===== config.mk =====
export PLATFORM = sky130hd
export DESIGN_NAME = sram_1rw_wmask_param
export DESIGN_NICKNAME = d
export VERILOG_FILES = /design/src/rtl/sram_1rw_wmask_param.sv
export SDC_FILE = /design/constraint.sdc
export NUM_CORES = 2
export LEC_CHECK = 0
export ABC_CLOCK_PERIOD_IN_PS = 5100
export BUFFER_PORTS_ARGS = -buffer_cell sky130_fd_sc_hd__buf_2
export CORE_MARGIN = 8
export CORE_UTILIZATION = 40
export CTS_CLUSTER_DIAMETER = 80
export DETAILED_ROUTE_END_ITERATION = 10
export GPL_ROUTABILITY_DRIVEN = 0
export PLACE_DENSITY = 0.51
export SYNTH_ARGS = -nofsm -noshare
export SYNTH_HDL_FRONTEND = slang
export SYNTH_SLANG_ARGS = --single-unit

===== constraint.sdc =====
create_clock -name clk0 -period 5.1 [get_ports clk0]
set_clock_uncertainty 0.15 [all_clocks]
set_input_delay 0.765 -clock clk0 [delete_from_list [all_inputs] [get_ports clk0]]
set_output_delay 0.765 -clock clk0 [all_outputs]
set_load 0.01 [all_outputs]

===== src/rtl/sram_1rw_wmask_param.sv =====
// Single-port synchronous SRAM with byte write mask, 1/2-cycle read
// latency and a post-reset clear sweep that gates accesses via ready0.
module sram_1rw_wmask_param #(
  parameter int DATA_WIDTH     = 32,
  parameter int ADDR_WIDTH     = 7,
  parameter int BYTE_WIDTH     = 8,
  parameter int READ_LATENCY   = 1,
  parameter int CLEAR_ON_RESET = 1,
  parameter logic [DATA_WIDTH-1:0] CLEAR_VALUE = '0
) (
  input  logic                             clk0,
  input  logic                             rst0_n,
  input  logic                             csb0,
  input  logic                             web0,
  input  logic [DATA_WIDTH/BYTE_WIDTH-1:0] wmask0,
  input  logic [ADDR_WIDTH-1:0]            addr0,
  input  logic [DATA_WIDTH-1:0]            din0,
  output logic [DATA_WIDTH-1:0]            dout0,
  output logic                             dout_vld0,
  output logic                             ready0
);

  localparam int WMASK_WIDTH = DATA_WIDTH / BYTE_WIDTH;
  localparam int RAM_DEPTH   = 1 << ADDR_WIDTH;

  if ((DATA_WIDTH % BYTE_WIDTH) != 0 ||
      (READ_LATENCY != 1 && READ_LATENCY != 2)) begin : g_bad_cfg
    $error("sram_1rw_wmask_param: illegal parameter set");
  end

  typedef enum logic {CLEAR, READY} state_t;

  state_t                  state;
  logic [ADDR_WIDTH-1:0]   ptr;
  logic [DATA_WIDTH-1:0]   mem [RAM_DEPTH];
  logic                    acc;
  logic                    rd;
  logic                    wr;

  assign acc = ready0 & ~csb0;
  assign rd  = acc & web0;
  assign wr  = acc & ~web0;

  always_ff @(posedge clk0 or negedge rst0_n) begin
    if (!rst0_n) begin
      state  <= (CLEAR_ON_RESET != 0) ? CLEAR : READY;
      ready0 <= (CLEAR_ON_RESET == 0);
      ptr    <= '0;
    end else begin
      unique case (state)
        CLEAR: begin
          if (&ptr) begin
            state  <= READY;
            ready0 <= 1'b1;
          end else begin
            ptr <= ptr + 1'b1;
          end
        end
        READY: begin
          ready0 <= 1'b1;
        end
        default: begin
          state <= READY;
        end
      endcase
    end
  end

  // Array is never reset; the sweep owns the port until it finishes.
  always_ff @(posedge clk0) begin
    if (state == CLEAR) begin
      mem[ptr] <= CLEAR_VALUE;
    end else if (wr) begin
      for (int i = 0; i < WMASK_WIDTH; i++) begin
        if (wmask0[i]) begin
          mem[addr0][i*BYTE_WIDTH +: BYTE_WIDTH] <=
            din0[i*BYTE_WIDTH +: BYTE_WIDTH];
        end
      end
    end
  end

  if (READ_LATENCY == 1) begin : g_lat1
    always_ff @(posedge clk0 or negedge rst0_n) begin
      if (!rst0_n) begin
        dout0     <= '0;
        dout_vld0 <= 1'b0;
      end else begin
        dout_vld0 <= rd;
        if (rd) begin
          dout0 <= mem[addr0];
        end
      end
    end
  end else begin : g_lat2
    logic [DATA_WIDTH-1:0] rd_q;
    logic                  rd_v;

    always_ff @(posedge clk0 or negedge rst0_n) begin
      if (!rst0_n) begin
        rd_q      <= '0;
        rd_v      <= 1'b0;
        dout0     <= '0;
        dout_vld0 <= 1'b0;
      end else begin
        rd_v      <= rd;
        dout_vld0 <= rd_v;
        if (rd) begin
          rd_q <= mem[addr0];
        end
        if (rd_v) begin
          dout0 <= rd_q;
        end
      end
    end
  end

endmodule


==> flow_summary.toml <==
[power_and_ir_drop]
switching_power_w = 0.0144
sw_frac_of_total = 0.206
seqPwrFrac = 0.528
p_int_w = 0.0554
power_leakage_nw = 49.6
power.density_mw_per_mm2 = 377
ir_drop_mv = 0.294
part_of_the_power_in_combinational_logic = 0.025
clock_power_share = 0.447

[routing]
post_drt_via_cell_ratio = 5.65
detail_route.drc_violations = 0
detail_route.iter0.violations = 7548
routed-via-count = 79065
drt-pass1-iter-count = 6
count_of_antenna_violating_nets_left_after_detailed_routing = 0
wl_per_cell_um = 31.7
wirelength_um = 443000

[die]
die_height_um = 650
dieArea_sq_mm = 0.423
boundaryPins = 81
chipWidth_um = 650
initial_core_util = 0.401
design.core.area_sq_mm = 0.401
rows = 233

[setup_path]
path_max_fanout = 25
worst_ep_arrival_time_ps = 4690
critical_path_required_ps = 5570
crit-reg2reg-capture = "mem[124][10]$_DFFE_PP_"
ff2ff_setup_slack_ps = 880
start_kind = "flop"
timing.setup.critical_path_class = "flop to flop"
worst_setup_path_end_kind = "flop"
ff2ff_path_depth = 6
rr_startpoint = "ready0$_DFFE_PN0N_"

[worst_hold_path]
whs_path_depth = 2
hold_class = "primary input to flop"
min_to = "mem[65][5]$_DFFE_PP_"
worstHoldStart = "din0[5]"

[global_route]
globalRouteTotalUtil = 0.205
grt_start_max_net_pins = 129
grt_pass1_vias = 81824
grt_overflow_total = 0
antenna_found_initial = 14
grt_pass1_wl_um = 626000

[logic_synthesis]
seq_area_frac_synth = 0.772
synth_flop_cell = "sky130_fd_sc_hd__edfxtp_1"
largest_cells_by_area_after_synthesis = "sky130_fd_sc_hd__edfxtp_1 (76%), sky130_fd_sc_hd__mux4_2 (11%), sky130_fd_sc_hd__mux2i_1 (4.2%), sky130_fd_sc_hd__nor2_1 (1.4%), sky130_fd_sc_hd__a221oi_1 (0.70%)"
yosysTopAreaCell = "sky130_fd_sc_hd__edfxtp_1"
synthesized_flop_and_latch_total = 4138
dominant_combinational_cell_family_by_area_after_synthesis = "multiplexers"
number_of_standard_cells_after_synthesis = 7751
synth_enable_flop_cells = 4096
synth_warnings = 0
synth-async-reset-ratio = 0.0101
yosys.cell_types.count = 54
synthesis.nets = 7799
synth_xor_area_frac = 0.000272
synth_adder_area_share = 0.0000778
synthesis.area_per_instance_sq_um = 20.7
area_of_the_mapped_netlist_sq_mm = 0.161
synthesized_area_fraction_occupied_by_ao_oa_aoi_and_oai_cells = 0.0311
yosys.area_share.simple = 0.0250
synthDominantCellAreaShare = 0.765
multiplexer_share_of_the_synthesized_area = 0.156

[cts]
cts_tree = "done"
clkSlewWorstSetupHoldPaths_ps = 60
insertion_delay_ps = 1000
ctsRootBufferMaster = "sky130_fd_sc_hd__clkbuf_16"
tritoncts.num_buffers = 436
clock_path_buffers = 4
htreeDepth = 5
tritoncts_num_sinks = 4138
post_cts_buffers = 0

[cells_and_area]
ff_latch_area_sq_mm = 0.124
post_route_cells_drive_above_1_share = 0.248
design.final.nets = 8374
nFillCells = 33263
area_added_between_synthesis_and_finish_pct = 15.1
mostFrequentLayoutCell = "sky130_fd_sc_hd__edfxtp_1"
multi_input_comb_area_sq_mm = 0.0345
fin_area_sq_mm = 0.185
final_cell_mix = "sky130_fd_sc_hd__edfxtp_1 (4096), sky130_fd_sc_hd__mux4_2 (788), sky130_fd_sc_hd__mux2i_1 (667)"
layout.cells.non_filler = 13993

[place]
placedInstanceArea_sq_mm = 0.171
pre_cts_ws_ps = 253
port_buffers = 80
hpwl_um = 275000
dpl.cell_count = 13174

[sta]
worst_slew_margin_rel = 0.135
crit_share_post_route = 0.827
max_freq_mhz = 237
setup-violations-final = 0
timing_hold_violations_final = 0
rsz0062_at_grt = "no"
timing.final.crit_period_ps = 4220
final_ws_setup_ps = 880
worstMarginPinSlew_ps = 1270
timing.final.max_slew_violations = 0
setup-tns-final_ps = 0

[flow_run]
timing.max_cap.violations = 0

[outcome]
run_status = "completed"
[flip-flops by register name, indices dropped and copies added, names as in the netlist]
name,flops
dout_vld0,1
dout0,32
mem,4096
ptr,7
ready0,1
state,1
[cells by family (layout without fill, tap and decap cells)]
family,after synthesis,after routing
AO/OA/AOI/OAI,656,656
XOR/XNOR,5,5
adder cells (fa/ha/maj),1,1
buffers and inverters,478,1425
flip-flops,4138,4138
multiplexers,1517,1517
other,0,8
AND/OR/NAND/NOR,956,956
[final cells by class]
| cell class | instances | share of cell area |
|---|---|---|
| Inverter | 5 | 0.000101 |
| Timing Repair Buffer | 610 | 0.0311 |
| Tap cell | 5287 | 0.0358 |
| Antenna cell | 8 | 0.000108 |
| Multi-Input combinational cell | 3135 | 0.187 |
| Sequential cell | 4138 | 0.670 |
| Clock inverter | 275 | 0.0136 |
| Clock buffer | 535 | 0.0623 |
[worst max-delay path, stage by stage, from the launching register on]
cell and delay [ps]:
sky130_fd_sc_hd__dfrtp_1 350, sky130_fd_sc_hd__nor3b_1 450, sky130_fd_sc_hd__and3_2 790, sky130_fd_sc_hd__mux2i_2 730, sky130_fd_sc_hd__buf_4 300, sky130_fd_sc_hd__nand2_1 340
sky130_fd_sc_hd__nor2_1 710
[timing repair]
item                                   in CTS  in global routing
endpoints found under the hold margin      42                  0
hold buffers                                1                  0
resized for setup                           0                  0
[per-stage QoR]
step	power, W	hold WS [ps]	utilization
floorplan	0.0386	319	-
finish	0.0697	85.4	0.461
CTS	0.0703	6.02	0.461
global route	0.0716	44.1	0.461
global placement	0.0393	421	0.426
detailed placement	0.0393	422	0.426
[cell usage after synthesis, drive strengths merged, types with 33 or more instances]
cell,n
nand2b,48
clkbuf,200
mux4,788
mux2i,669
nor3,34
edfxtp,4096
nand2,156
a21oi,55
o22ai,128
buf,273
dfrtp,42
mux2,60
and2,35
o21ai,33
nand3,35
a221oi,128
nor2,600
a22oi,108
[how the worst max path moves through the flow]
stage                                   from                      to  slack, ps  cells past startpoint
after floorplan                         csb0    mem[0][10]$_DFFE_PP_        730                      6
after global placement                  csb0  mem[124][14]$_DFFE_PP_        230                      7
after detailed placement                csb0  mem[124][10]$_DFFE_PP_        250                      7
after CTS                 ready0$_DFFE_PN0N_  mem[124][10]$_DFFE_PP_        780                      6
after global routing      ready0$_DFFE_PN0N_  mem[124][10]$_DFFE_PP_        610                      6
final                     ready0$_DFFE_PN0N_  mem[124][10]$_DFFE_PP_        880                      6
[power by group through the flow]
stage               logic [W]  clock network [W]  registers, W
finish                0.00176             0.0312        0.0368
global route          0.00184             0.0330        0.0368
CTS                   0.00178             0.0318        0.0368
detailed placement    0.00178                  0        0.0375
global placement      0.00178                  0        0.0375
floorplan             0.00112                  0        0.0375
[per-layer routing]
layer	GRT usage	vias to the layer above	wire length (um)
met5	0	-	26
met3	0.0277	628	22900
met1	0.280	42567	188000
met2	0.345	2441	218000
li1	-	33425	-
met4	0.0559	4	14500
Power figures use the tool's default switching activity.
